<file path="config.mk">
export PLATFORM = sky130hd
export DESIGN_NAME = serial_add_ctrl
export DESIGN_NICKNAME = d
export VERILOG_FILES = /design/src/rtl/serial_add_pkg.sv /design/src/rtl/serial_add_ctrl_fa_cell.sv /design/src/rtl/serial_add_ctrl.sv
export SDC_FILE = /design/constraint.sdc
export NUM_CORES = 1
export LEC_CHECK = 0
export BUFFER_PORTS_ARGS = -buffer_cell sky130_fd_sc_hd__clkbuf_2
export CORE_ASPECT_RATIO = 1.5
export CORE_MARGIN = 1.5
export CORE_UTILIZATION = 40
export CTS_CLUSTER_SIZE = 16
export DETAILED_ROUTE_END_ITERATION = 8
export SYNTH_ARGS = -nofsm -noshare
export SYNTH_HDL_FRONTEND = slang
export SYNTH_SLANG_ARGS = --single-unit
</file>
<file path="constraint.sdc">
create_clock -name clk -period 1.6 [get_ports clk]
set_input_delay 0.24 -clock clk [delete_from_list [all_inputs] [get_ports clk]]
set_output_delay 0.24 -clock clk [all_outputs]
set_load 0.03 [all_outputs]
</file>
<file path="src/rtl/serial_add_pkg.sv">
// serial_add_pkg
// Shared definitions for the bit-serial adder controller.
//   state_t      : FSM state encoding (ST_IDLE, ST_RUN, ST_HOLD), 2 bits
//   SA_WIDTH_DEF : default operand/result width
package serial_add_pkg;

  localparam int SA_WIDTH_DEF = 8;

  typedef enum logic [1:0] {
    ST_IDLE = 2'd0,
    ST_RUN  = 2'd1,
    ST_HOLD = 2'd2
  } state_t;

endpackage

</file>
<file path="src/rtl/serial_add_ctrl_fa_cell.sv">
// fa_cell
// Combinational one-bit full adder, the only arithmetic element of the
// serial adder.
//   x, y, z : input bits (operand A bit, operand B bit, carry in)
//   s       : sum bit      (x ^ y ^ z)
//   c       : carry out    (majority of x, y, z)
module fa_cell (
  input  logic x,
  input  logic y,
  input  logic z,
  output logic s,
  output logic c
);

  assign s = x ^ y ^ z;
  assign c = (x & y) | (x & z) | (y & z);

endmodule

</file>
<file path="src/rtl/serial_add_ctrl.sv">
// serial_add_ctrl
// Bit-serial adder controller. Operands are captured on an input valid/ready
// handshake and then added one bit per cycle, LSB first, through a single
// fa_cell with a registered carry. The WIDTH-bit result and carry-out are
// offered on an output valid/ready handshake and held under backpressure.
//
// Parameters:
//   WIDTH     : operand/result width, 2..32
// Ports:
//   clk       : rising-edge clock
//   rst       : asynchronous active-high reset
//   in_valid  : operands valid
//   in_ready  : block can accept operands (IDLE only)
//   a, b      : operands, sampled on the input handshake
//   cin       : carry-in, sampled on the input handshake
//   out_valid : result valid (HOLD)
//   out_ready : consumer accepts the result
//   sum       : a + b + cin modulo 2^WIDTH
//   cout      : carry out of bit WIDTH-1
//   busy      : high while bits are being processed (RUN)
//   ovf       : two's-complement overflow (only with SERIAL_ADD_OVF_EN)
//
// Configuration macro:
//   SERIAL_ADD_OVF_EN : adds the ovf output and its overflow logic.
module serial_add_ctrl
  import serial_add_pkg::*;
#(
  parameter int WIDTH = SA_WIDTH_DEF
) (
  input  logic             clk,
  input  logic             rst,
  input  logic             in_valid,
  output logic             in_ready,
  input  logic [WIDTH-1:0] a,
  input  logic [WIDTH-1:0] b,
  input  logic             cin,
  output logic             out_valid,
  input  logic             out_ready,
  output logic [WIDTH-1:0] sum,
  output logic             cout,
  output logic             busy
`ifdef SERIAL_ADD_OVF_EN
  ,
  output logic             ovf
`endif
);

  localparam int CNT_W = $clog2(WIDTH);
  localparam logic [CNT_W-1:0] CNT_LAST = CNT_W'(WIDTH - 1);

  state_t r_state;
  state_t w_stateNext;

  logic [WIDTH-1:0] r_aSr;
  logic [WIDTH-1:0] r_bSr;
  logic [WIDTH-1:0] r_sumSr;
  logic [CNT_W-1:0] r_bitCnt;
  logic             r_carry;
  logic             r_cout;
  logic             r_inReady;
  logic             r_outValid;
  logic             r_busy;
`ifdef SERIAL_ADD_OVF_EN
  logic             r_ovf;
`endif

  logic w_load;
  logic w_step;
  logic w_last;
  logic w_sBit;
  logic w_cBit;

  fa_cell u_faCell (
    .x (r_aSr[0]),
    .y (r_bSr[0]),
    .z (r_carry),
    .s (w_sBit),
    .c (w_cBit)
  );

  // Next-state decode and datapath strobes. IDLE waits for operands, RUN
  // processes one bit per cycle until the counter reaches the last bit, and
  // HOLD presents the result until the consumer takes it. Acceptance is only
  // possible from IDLE, so a release from HOLD always costs one IDLE cycle.
  always_comb begin
    w_stateNext = r_state;
    w_load      = 1'b0;
    w_step      = 1'b0;
    w_last      = 1'b0;
    case (r_state)
      ST_IDLE: begin
        if (in_valid) begin
          w_load      = 1'b1;
          w_stateNext = ST_RUN;
        end
      end
      ST_RUN: begin
        w_step = 1'b1;
        if (r_bitCnt == CNT_LAST) begin
          w_last      = 1'b1;
          w_stateNext = ST_HOLD;
        end
      end
      ST_HOLD: begin
        if (out_ready) begin
          w_stateNext = ST_IDLE;
        end
      end
      default: begin
        w_stateNext = ST_IDLE;
      end
    endcase
  end

  // State register plus the handshake/status flags. The flags are decoded
  // from the next state so every output comes straight from a flop.
  always_ff @(posedge clk or posedge rst) begin
    if (rst) begin
      r_state    <= ST_IDLE;
      r_inReady  <= 1'b1;
      r_outValid <= 1'b0;
      r_busy     <= 1'b0;
    end else begin
      r_state    <= w_stateNext;
      r_inReady  <= (w_stateNext == ST_IDLE);
      r_outValid <= (w_stateNext == ST_HOLD);
      r_busy     <= (w_stateNext == ST_RUN);
    end
  end

  // Operand shift registers, carry and bit counter. The sum bit enters at
  // the MSB so that after WIDTH shifts the first (LSB) result bit has
  // arrived at position 0. The counter is held on the last bit rather than
  // incremented, so it never has to represent WIDTH.
  always_ff @(posedge clk or posedge rst) begin
    if (rst) begin
      r_aSr    <= '0;
      r_bSr    <= '0;
      r_sumSr  <= '0;
      r_bitCnt <= '0;
      r_carry  <= 1'b0;
      r_cout   <= 1'b0;
    end else if (w_load) begin
      r_aSr    <= a;
      r_bSr    <= b;
      r_carry  <= cin;
      r_bitCnt <= '0;
    end else if (w_step) begin
      r_aSr   <= {1'b0, r_aSr[WIDTH-1:1]};
      r_bSr   <= {1'b0, r_bSr[WIDTH-1:1]};
      r_sumSr <= {w_sBit, r_sumSr[WIDTH-1:1]};
      r_carry <= w_cBit;
      if (w_last) begin
        r_cout <= w_cBit;
      end else begin
        r_bitCnt <= r_bitCnt + CNT_W'(1);
      end
    end
  end

`ifdef SERIAL_ADD_OVF_EN
  // Signed overflow: on the MSB cycle r_carry is the carry into the MSB and
  // w_cBit the carry out of it; they differ exactly when the result sign is
  // wrong.
  always_ff @(posedge clk or posedge rst) begin
    if (rst) begin
      r_ovf <= 1'b0;
    end else if (w_last) begin
      r_ovf <= r_carry ^ w_cBit;
    end
  end

  assign ovf = r_ovf;
`endif

  assign in_ready  = r_inReady;
  assign out_valid = r_outValid;
  assign busy      = r_busy;
  assign sum       = r_sumSr;
  assign cout      = r_cout;

endmodule

</file>
; ---- Word-level counts from Yosys, hierarchy flattened
; Cells that the tools add are included.
[totals]
ff_bits = 34
elab_cells = 49
memories = 0
latch_bits = 0
romBits = 0
ram_bits = 0
[classes]
addsub = 1
reduce_logical = 6
magnitude_cmp = 0
multipliers = 0
n_shift = 0
n_div = 0
n_bitwise = 8
eq_ne = 6
mux = 18
[op_table]
columns = cell, count
row1 = 8-bit two-way mux, 4
row2 = 3-bit two-way mux, 3
row3 = 1-bit two-way mux, 7
row4 = 2-bit two-way mux, 3
row5 = 2-bit one-hot mux with 3 select lines, 1
row6 = 2-bit by 1-bit equality test with 1-bit output (second input constant), 2
row7 = 2-bit equality test (second input constant), 2
row8 = 2-bit logical NOT, 2
row9 = 2-bit AND reduction, 2
row10 = 3-bit by 1-bit adder with 3-bit output (second input constant), 1
row11 = 1-bit bitwise AND, 3
row12 = 3-bit equality test (second input constant), 1
row13 = 3-bit AND reduction, 1
row14 = 2-bit != test (second input constant), 1
row15 = 1-bit OR, 2
row16 = 2-bit nonzero test, 1
row17 = 1-bit XOR, 2
row18 = 1-bit NOT, 1

; ---- Longest topological paths before layout
; Gate-level depths: netlist of run 1.
[depth]
depth_word = 6
ltp_mapped = 4

; ---- Cells and area by module
; Synthesis of run 1 repeated with hierarchy kept, for this count alone.
[unflattened]
cells_unflattened = 148
area_unflattened_um2 = 1549.0
[by_module_without_submodules]
columns = mod, seq_area_each_um2, instances, area_per_inst_um2, cells_each
row1 = serial_add_ctrl, 852.1, 1, 1529.0, 147
row2 = fa_cell, 0.0, 1, 20.0, 1

; ---- Worst setup path after synthesis of run 1
; Ideal clock, no wire load.
[synth_path]
path_kind = reg-to-reg
from = register r_bitCnt[0]
to = register r_cout (netlist: cout)
setup_ps = 128
t_arrival_ps = 1276
stages_incl_launch_ff = 5
period_less_slack_ps = 1404
path_slack_ps = 196
path_cell_list = dfrtp_1 ha_1 ha_1 nand3b_1 mux2_1
[synth_via]
elab_chain_len = 4
[synth_rtl]
columns = element, line_no
row1 = from (decl), serial_add_ctrl.sv:57  ; logic [CNT_W-1:0] r_bitCnt;
row2 = from (signal assigned), serial_add_ctrl.sv:156  ; r_bitCnt <= r_bitCnt + CNT_W'(1);
row3 = 3-bit equality test, serial_add_ctrl.sv:99  ; if (r_bitCnt == CNT_LAST) begin
row4 = 1-bit two-way mux, serial_add_ctrl.sv:99
row5 = 1-bit two-way mux, serial_add_ctrl.sv:90  ; case (r_state)
row6 = 3-bit AND reduction (no source line), --
row7 = to (signal assigned), serial_add_ctrl.sv:154  ; r_cout <= w_cBit;
row8 = to (decl), serial_add_ctrl.sv:59  ; logic r_cout;
; No other way between the ends.
; A chain may end at the register's enable or synchronous reset.

; ---- Worst setup path after layout of run 1
; Same ends and word-level chain as after synthesis.

==> summary.log, run 1 <==
INFO  outcome        run_status=complete, no violations
INFO  final_layout   n_antenna_cell=0
INFO  clock_network  tritoncts_clock_tree=yes
INFO  placement      buffer_ports.inserted=32
INFO  synth          synth.cell_area=1540um^2
INFO  synth          post-synth-top-area-fraction=0.536
INFO  global_routing globalRouteOverflowTotal=0
INFO  synth          synth_compound_gate_area_share=0.157
INFO  synth          syn-instance-count=129
INFO  timing         final_max_slew_viol_count=0
INFO  timing         fin_worst_skew=0.00813ns
INFO  final_layout   layout.cells.most_common_list=33 x dfrtp_1, 32 x clkbuf_2, 18 x inv_1, 12 x nor2_1, 12 x a222oi_1
INFO  pwr            design_power_total=3720uW
INFO  clock_network  numCtsBuffers=5
INFO  floorplan      width_of_the_die=53.7um
INFO  pwr            maximum_ir_drop_on_the_vdd_rail=1.19mV
INFO  floorplan      core-area=3680um^2
INFO  timing         achievable-frequency=658MHz
INFO  route          post_drt_via_cell_ratio=5.40
INFO  clock_network  cts.root.buffer_cell=clkbuf_8
INFO  route          final_antenna_net_count=0
INFO  critical_path  cp.required=1.76ns
INFO  critical_path  startpoint_type=flip-flop
INFO  final_layout   drive_above_1_share=0.329
INFO  route          route.vias.total=1118
INFO  clock_network  max-clock-path-buffers=2
INFO  clock_network  ctsHoldBuffers=0
INFO  synth          synth_largest_area_cell=dfrtp_1
INFO  synth          synth_area_per_cell=11.9um^2
INFO  clock_network  cts.reportedPaths.clkPinSlew=0.06ns
INFO  floorplan      floorplan.die.height=79.0um
INFO  timing         finalSetupViolCount=0
INFO  timing         max_slew_margin=0.645
INFO  global_routing groute.usage.overall=0.155
INFO  route          routed_wire_length_per_instance=14.2um
INFO  synth          ys_types=26
INFO  placement      place.gp.congestion=0.701
INFO  floorplan      boundaryPins=33
INFO  synth          post_synth_mux_area_share=0.0657
INFO  global_routing via_count_of_the_first_global_routing_pass=1089
INFO  synth          synth-seq-area-share=0.553
INFO  synth          synth_adder_area_share=0.0292
INFO  clock_network  cts_h_tree_depth=2
INFO  route          drt_iter0_markers=39
INFO  final_layout   area.growth.synth_to_final=18.2%
INFO  critical_path  crit_path_end_kind=flip-flop
INFO  timing         hold_viol=0
INFO  pwr            power.static_leakage=0.000920uW
INFO  placement      dp_hpwl=2120um
INFO  timing         setup_tns=0ns
INFO  timing         rsz0062_at_grt=false
INFO  global_routing grt_start_max_net_pins=35
INFO  final_layout   mostFrequentLayoutCell=dfrtp_1
INFO  critical_path  worstPathMaxFanout=9
INFO  final_layout   final_nets=187
INFO  global_routing initial_antenna_violation_count=0
INFO  clock_network  tritoncts_num_sinks=34
INFO  synth          synth.ff_latch_count=34
INFO  synth          synth.area.top_cells=dfrtp_1 54%, a222oi_1 7.8%, mux2_2 5.8%, inv_1 4.4%, nor2_1 2.9%
INFO  route          drtPass1Iterations=4
INFO  floorplan      starting_utilization_of_the_core_area=0.419
INFO  timing         timing_worst_slew_pin_value=0.531ns
INFO  floorplan      row_count=27
INFO  min_path       holdCritPathClass=primary input to asynchronous set/reset pin
INFO  route          drc=0
INFO  timing         finalCritPeriodShare=0.949
INFO  route          totalWireLength=2930um
INFO  critical_path  timing.critical_path.arrival=1.68ns
INFO  critical_path  timing_worst_setup_path_type=flip-flop to flip-flop
INFO  synth          synth_warn=0
INFO  timing         post-route-min-period=1.52ns
INFO  run            maxCapViolations=0
INFO  synth          synth_simple_gate_area_frac=0.110
INFO  global_routing grt_pass1_wl=4730um
INFO  floorplan      design.die.area=4240um^2
INFO  clock_network  clock_latency_on_the_worst_skew_pair=0.28ns
INFO  synth          post_synth_xor_area_fraction=0
INFO  synth          synth.net_count=153
INFO  pwr            powerDensity=2040nW/um^2
INFO  synth          synth_top_family_by_area=compound AO/OA/AOI/OAI gates
[worst max-delay path, stage by stage (launching register included)]
cell,delay [ns]
dfrtp_1,0.41
ha_1,0.21
ha_1,0.28
nand3b_1,0.18
mux2_1,0.33
[registers in the layout, indices dropped and copies added (netlist names)]
name       count
in_ready       1
sum            8
r_bitCnt       3
r_aSr          8
busy           1
r_carry        1
r_bSr          8
cout           1
r_state        2
out_valid      1
[worst paths after layout]
path / cells after the start / to / startpoint / slack (ns)
setup / recovery: 4 / cout$_DFFE_PP0P_ / r_bitCnt[0]$_DFFE_PP0P_ / 0.08
hold / removal: 3 / busy$_DFF_PP0_ / rst / 0.02
min in group clk: 2 / out_valid$_DFF_PP0_ / out_ready / 0.17
hold reg to reg: 1 / cout$_DFFE_PP0P_ / cout$_DFFE_PP0P_ / 0.50
max in group asynchronous: 3 / in_ready$_DFF_PP1_ / rst / 1.25
setup reg to reg: 4 / cout$_DFFE_PP0P_ / r_bitCnt[0]$_DFFE_PP0P_ / 0.08
[synthesized netlist by cell type, drive strengths merged]
cell     n
nor4b    4
a22o     2
dfrtp   33
fa       1
a211oi   3
ha       2
clkbuf   1
o31ai    3
inv     18
dfstp    1
buf      9
a222oi  12
nor2b    2
a211o    3
nor2    12
o21ai    1
o21bai   1
a21oi    2
nor4bb   2
nand3b   1
nor3b    4
and3     3
mux2     9
[metrics by stage]
stage / utilization / hold slack, ns / setup slack (ns) / instance area (um^2) / cells
after global routing: 0.495 / 0.0642 / 0.0252 / 1820 / 207
final: 0.495 / 0.0207 / 0.0812 / 1820 / 207
after CTS: 0.494 / 0.0370 / 0.0508 / 1820 / 207
after detailed placement: 0.470 / 0.333 / 0.0561 / 1730 / 199
after floorplan: - / 0.307 / 0.196 / 1540 / 129
after global placement: 0.470 / 0.324 / 0.130 / 1730 / 199
[where the power goes]
group / switching [uW] / total [uW] / internal (uW) / leakage, uW
Clock: 272 / 622 / 350 / 0.0000455
Sequential: 214 / 1480 / 1270 / 0.000401
Combinational: 917 / 1620 / 698 / 0.000474
Total: 1400 / 3720 / 2310 / 0.000920
[cell families (layout without fill, tap and decap cells)]
group | count (synthesis) | after routing
DFF | 34 | 34
and+or+nand+nor | 28 | 28
buffers and inverters | 28 | 63
AOI/OAI and AO/OA | 27 | 27
muxes | 9 | 9
adders and majority gates | 3 | 3
[cell type report]
class                      count  area (um^2)
fill                         360         1860
inverter                      18         67.6
tap                           43         53.8
timing repair buffer          37          198
clock buffer                   8         90.1
sequential                    34          852
multi-input combinational     67          561
[routing by layer]
metal  up-vias  global-route usage  routed length [um]
li1        540                   -                   -
met1       542               0.178                1190
met2        32               0.252                1540
met3         4              0.0470                 145
met4         0              0.0744                  53
met5         -                   0                   0
[repair_timing]
action	4_1_cts	5_1_grt
gates resized for setup	0	1
buffers inserted	0	0
setup endpoints to repair	0	11
No activity file was read; power rests on OpenSTA's default activity.
==> run 2: changes to the inputs <==
Settings changed: PLACE_DENSITY set to 0.65, SKIP_CTS_REPAIR_TIMING set to 1.
==> summary.log, run 2 (same netlist as run 1, synthesis figures left out) <==
INFO  outcome        run_status=complete, no violations
INFO  critical_path  worstPathMaxFanout=9
INFO  route          post_drt_via_cell_ratio=5.47
INFO  critical_path  timing.critical_path.arrival=1.67ns
INFO  floorplan      design.die.area=4240um^2
INFO  global_routing initial_antenna_violation_count=0
INFO  critical_path  reg2reg_setup_slack=0.09ns
INFO  critical_path  crit_path_start=r_bitCnt[0]$_DFFE_PP0P_
INFO  timing         hold_viol=0
INFO  global_routing grt_start_max_net_pins=35
INFO  critical_path  cp.required=1.76ns
INFO  final_layout   sequential_cell_area=852um^2
INFO  critical_path  worst_r2r_path_depth=4
INFO  timing         max_slew_margin=0.435
INFO  clock_network  cts.root.buffer_cell=clkbuf_8
INFO  placement      place_inst=203
INFO  route          drc=0
INFO  critical_path  worstReg2RegStart=r_bitCnt[0]$_DFFE_PP0P_
INFO  critical_path  startpoint_type=flip-flop
INFO  critical_path  crit_path_end_kind=flip-flop
INFO  floorplan      starting_utilization_of_the_core_area=0.419
INFO  placement      pre_cts_ws=0.0988ns
INFO  timing         achievable-frequency=661MHz
INFO  floorplan      row_count=27
INFO  final_layout   multiInputGateArea=558um^2
INFO  placement      buffer_ports.inserted=32
INFO  placement      place.gp.congestion=0.717
INFO  final_layout   final_nets=191
INFO  pwr            power_frac_comb=0.451
INFO  clock_network  numCtsBuffers=5
INFO  pwr            cell_internal_pwr=2290uW
INFO  floorplan      boundaryPins=33
INFO  global_routing grt_pass1_wl=4980um
INFO  route          route.vias.total=1149
INFO  route          drtPass1Iterations=4
INFO  pwr            power.static_leakage=0.000939uW
INFO  timing         final_max_slew_viol_count=0
INFO  route          totalWireLength=3080um
INFO  timing         finalSetupViolCount=0
INFO  global_routing groute.usage.overall=0.164
INFO  global_routing globalRouteOverflowTotal=0
INFO  min_path       holdCritPathClass=primary input to asynchronous set/reset pin
INFO  floorplan      width_of_the_die=53.7um
INFO  critical_path  worstReg2RegEnd=cout$_DFFE_PP0P_
INFO  clock_network  cts.reportedPaths.clkPinSlew=0.06ns
INFO  clock_network  max-clock-path-buffers=2
INFO  clock_network  cts_h_tree_depth=2
INFO  final_layout   layout.cells.most_common_list=33 x dfrtp_1, 32 x clkbuf_2, 18 x inv_1, 12 x nor2_1, 12 x a222oi_1
INFO  final_layout   finish.cell_count_without_fillers=210
INFO  final_layout   mostFrequentLayoutCell=dfrtp_1
INFO  final_layout   filler_cell_count=357
INFO  placement      dp_hpwl=2220um
INFO  pwr            powerDensity=2030nW/um^2
INFO  pwr            maximum_ir_drop_on_the_vdd_rail=1.17mV
INFO  pwr            clock_power_share=0.156
INFO  clock_network  clock_latency_on_the_worst_skew_pair=0.28ns
INFO  final_layout   area.growth.synth_to_final=19.2%
INFO  timing         setup_tns=0ns
INFO  timing         post-route-min-period=1.51ns
INFO  clock_network  tritoncts_clock_tree=yes
INFO  floorplan      core-area=3680um^2
INFO  timing         rsz0062_at_grt=false
INFO  route          routed_wire_length_per_instance=14.6um
INFO  pwr            seq_power_share=0.394
INFO  run            maxCapViolations=0
INFO  route          drt_iter0_markers=56
INFO  route          final_antenna_net_count=0
INFO  timing         final.setup.worst_slack=0.0882ns
INFO  global_routing via_count_of_the_first_global_routing_pass=1113
INFO  timing         finalCritPeriodShare=0.945
INFO  pwr            sw_frac_of_total=0.386
INFO  final_layout   final_core_utilization=0.499
INFO  final_layout   drive_above_1_share=0.347
INFO  floorplan      floorplan.die.height=79.0um
INFO  timing         fin_worst_skew=0.00429ns
INFO  final_layout   n_antenna_cell=0
INFO  critical_path  timing_worst_setup_path_type=flip-flop to flip-flop
INFO  clock_network  tritoncts_num_sinks=34
INFO  pwr            power.net_switching=1440uW
INFO  timing         timing_worst_slew_pin_value=0.846ns
[run 2: cell count changes in the layout (fill, tap and decap cells not counted), sizes merged]
cell / delta
clkbuf: -3
clkinv: +2
buf: +4
[run 2: final cells by class]
cell class,instances,share of cell area
Clock buffer,5,0.0374
Tap cell,43,0.0293
Clock inverter,2,0.00545
Inverter,18,0.0368
Timing Repair Buffer,41,0.124
Sequential cell,34,0.464
Multi-Input combinational cell,67,0.304
[run 2: worst max-delay path: stages (launching register included)]
cell	delay (ns)
dfrtp_1	0.41
ha_1	0.21
ha_1	0.27
nand3b_1	0.17
mux2_1	0.34
[run 2: worst max path at each step]
stage,slack [ns],depth (start not counted),end
CTS,0.09,4,cout$_DFFE_PP0P_
finish,0.09,4,cout$_DFFE_PP0P_
global route,0.02,4,cout$_DFFE_PP0P_
detailed placement,0.1,4,cout$_DFFE_PP0P_
global placement,0.17,4,cout$_DFFE_PP0P_
floorplan,0.20,4,cout$_DFFE_PP0P_
[run 2: power groups by stage]
stage	Sequential (uW)	Clock, uW	Combinational [uW]
2_1_floorplan	1720	0	1000
3_3_place_gp	1460	0	1610
3_5_place_dp	1490	0	1700
4_1_cts	1470	606	1700
5_1_grt	1510	640	1860
6_report	1470	580	1680
[run 2: stage by stage]
stage	power [uW]	hold slack, ns	cell area [um^2]
after floorplan	2730	0.307	1540
after global placement	3070	0.329	1760
after detailed placement	3190	0.342	1760
after CTS	3780	0.0381	1840
after global routing	4010	0.0803	1840
final	3730	0.0295	1840
[run 2: per-layer routing]
metal  share of wire  vias up  wire [um]  track usage
li1                -      541          -            -
met1            0.40      564       1240        0.191
met2            0.52       36       1610        0.259
met3           0.052        8        160       0.0620
met4           0.021        0         65       0.0744
met5               0        -          0            0
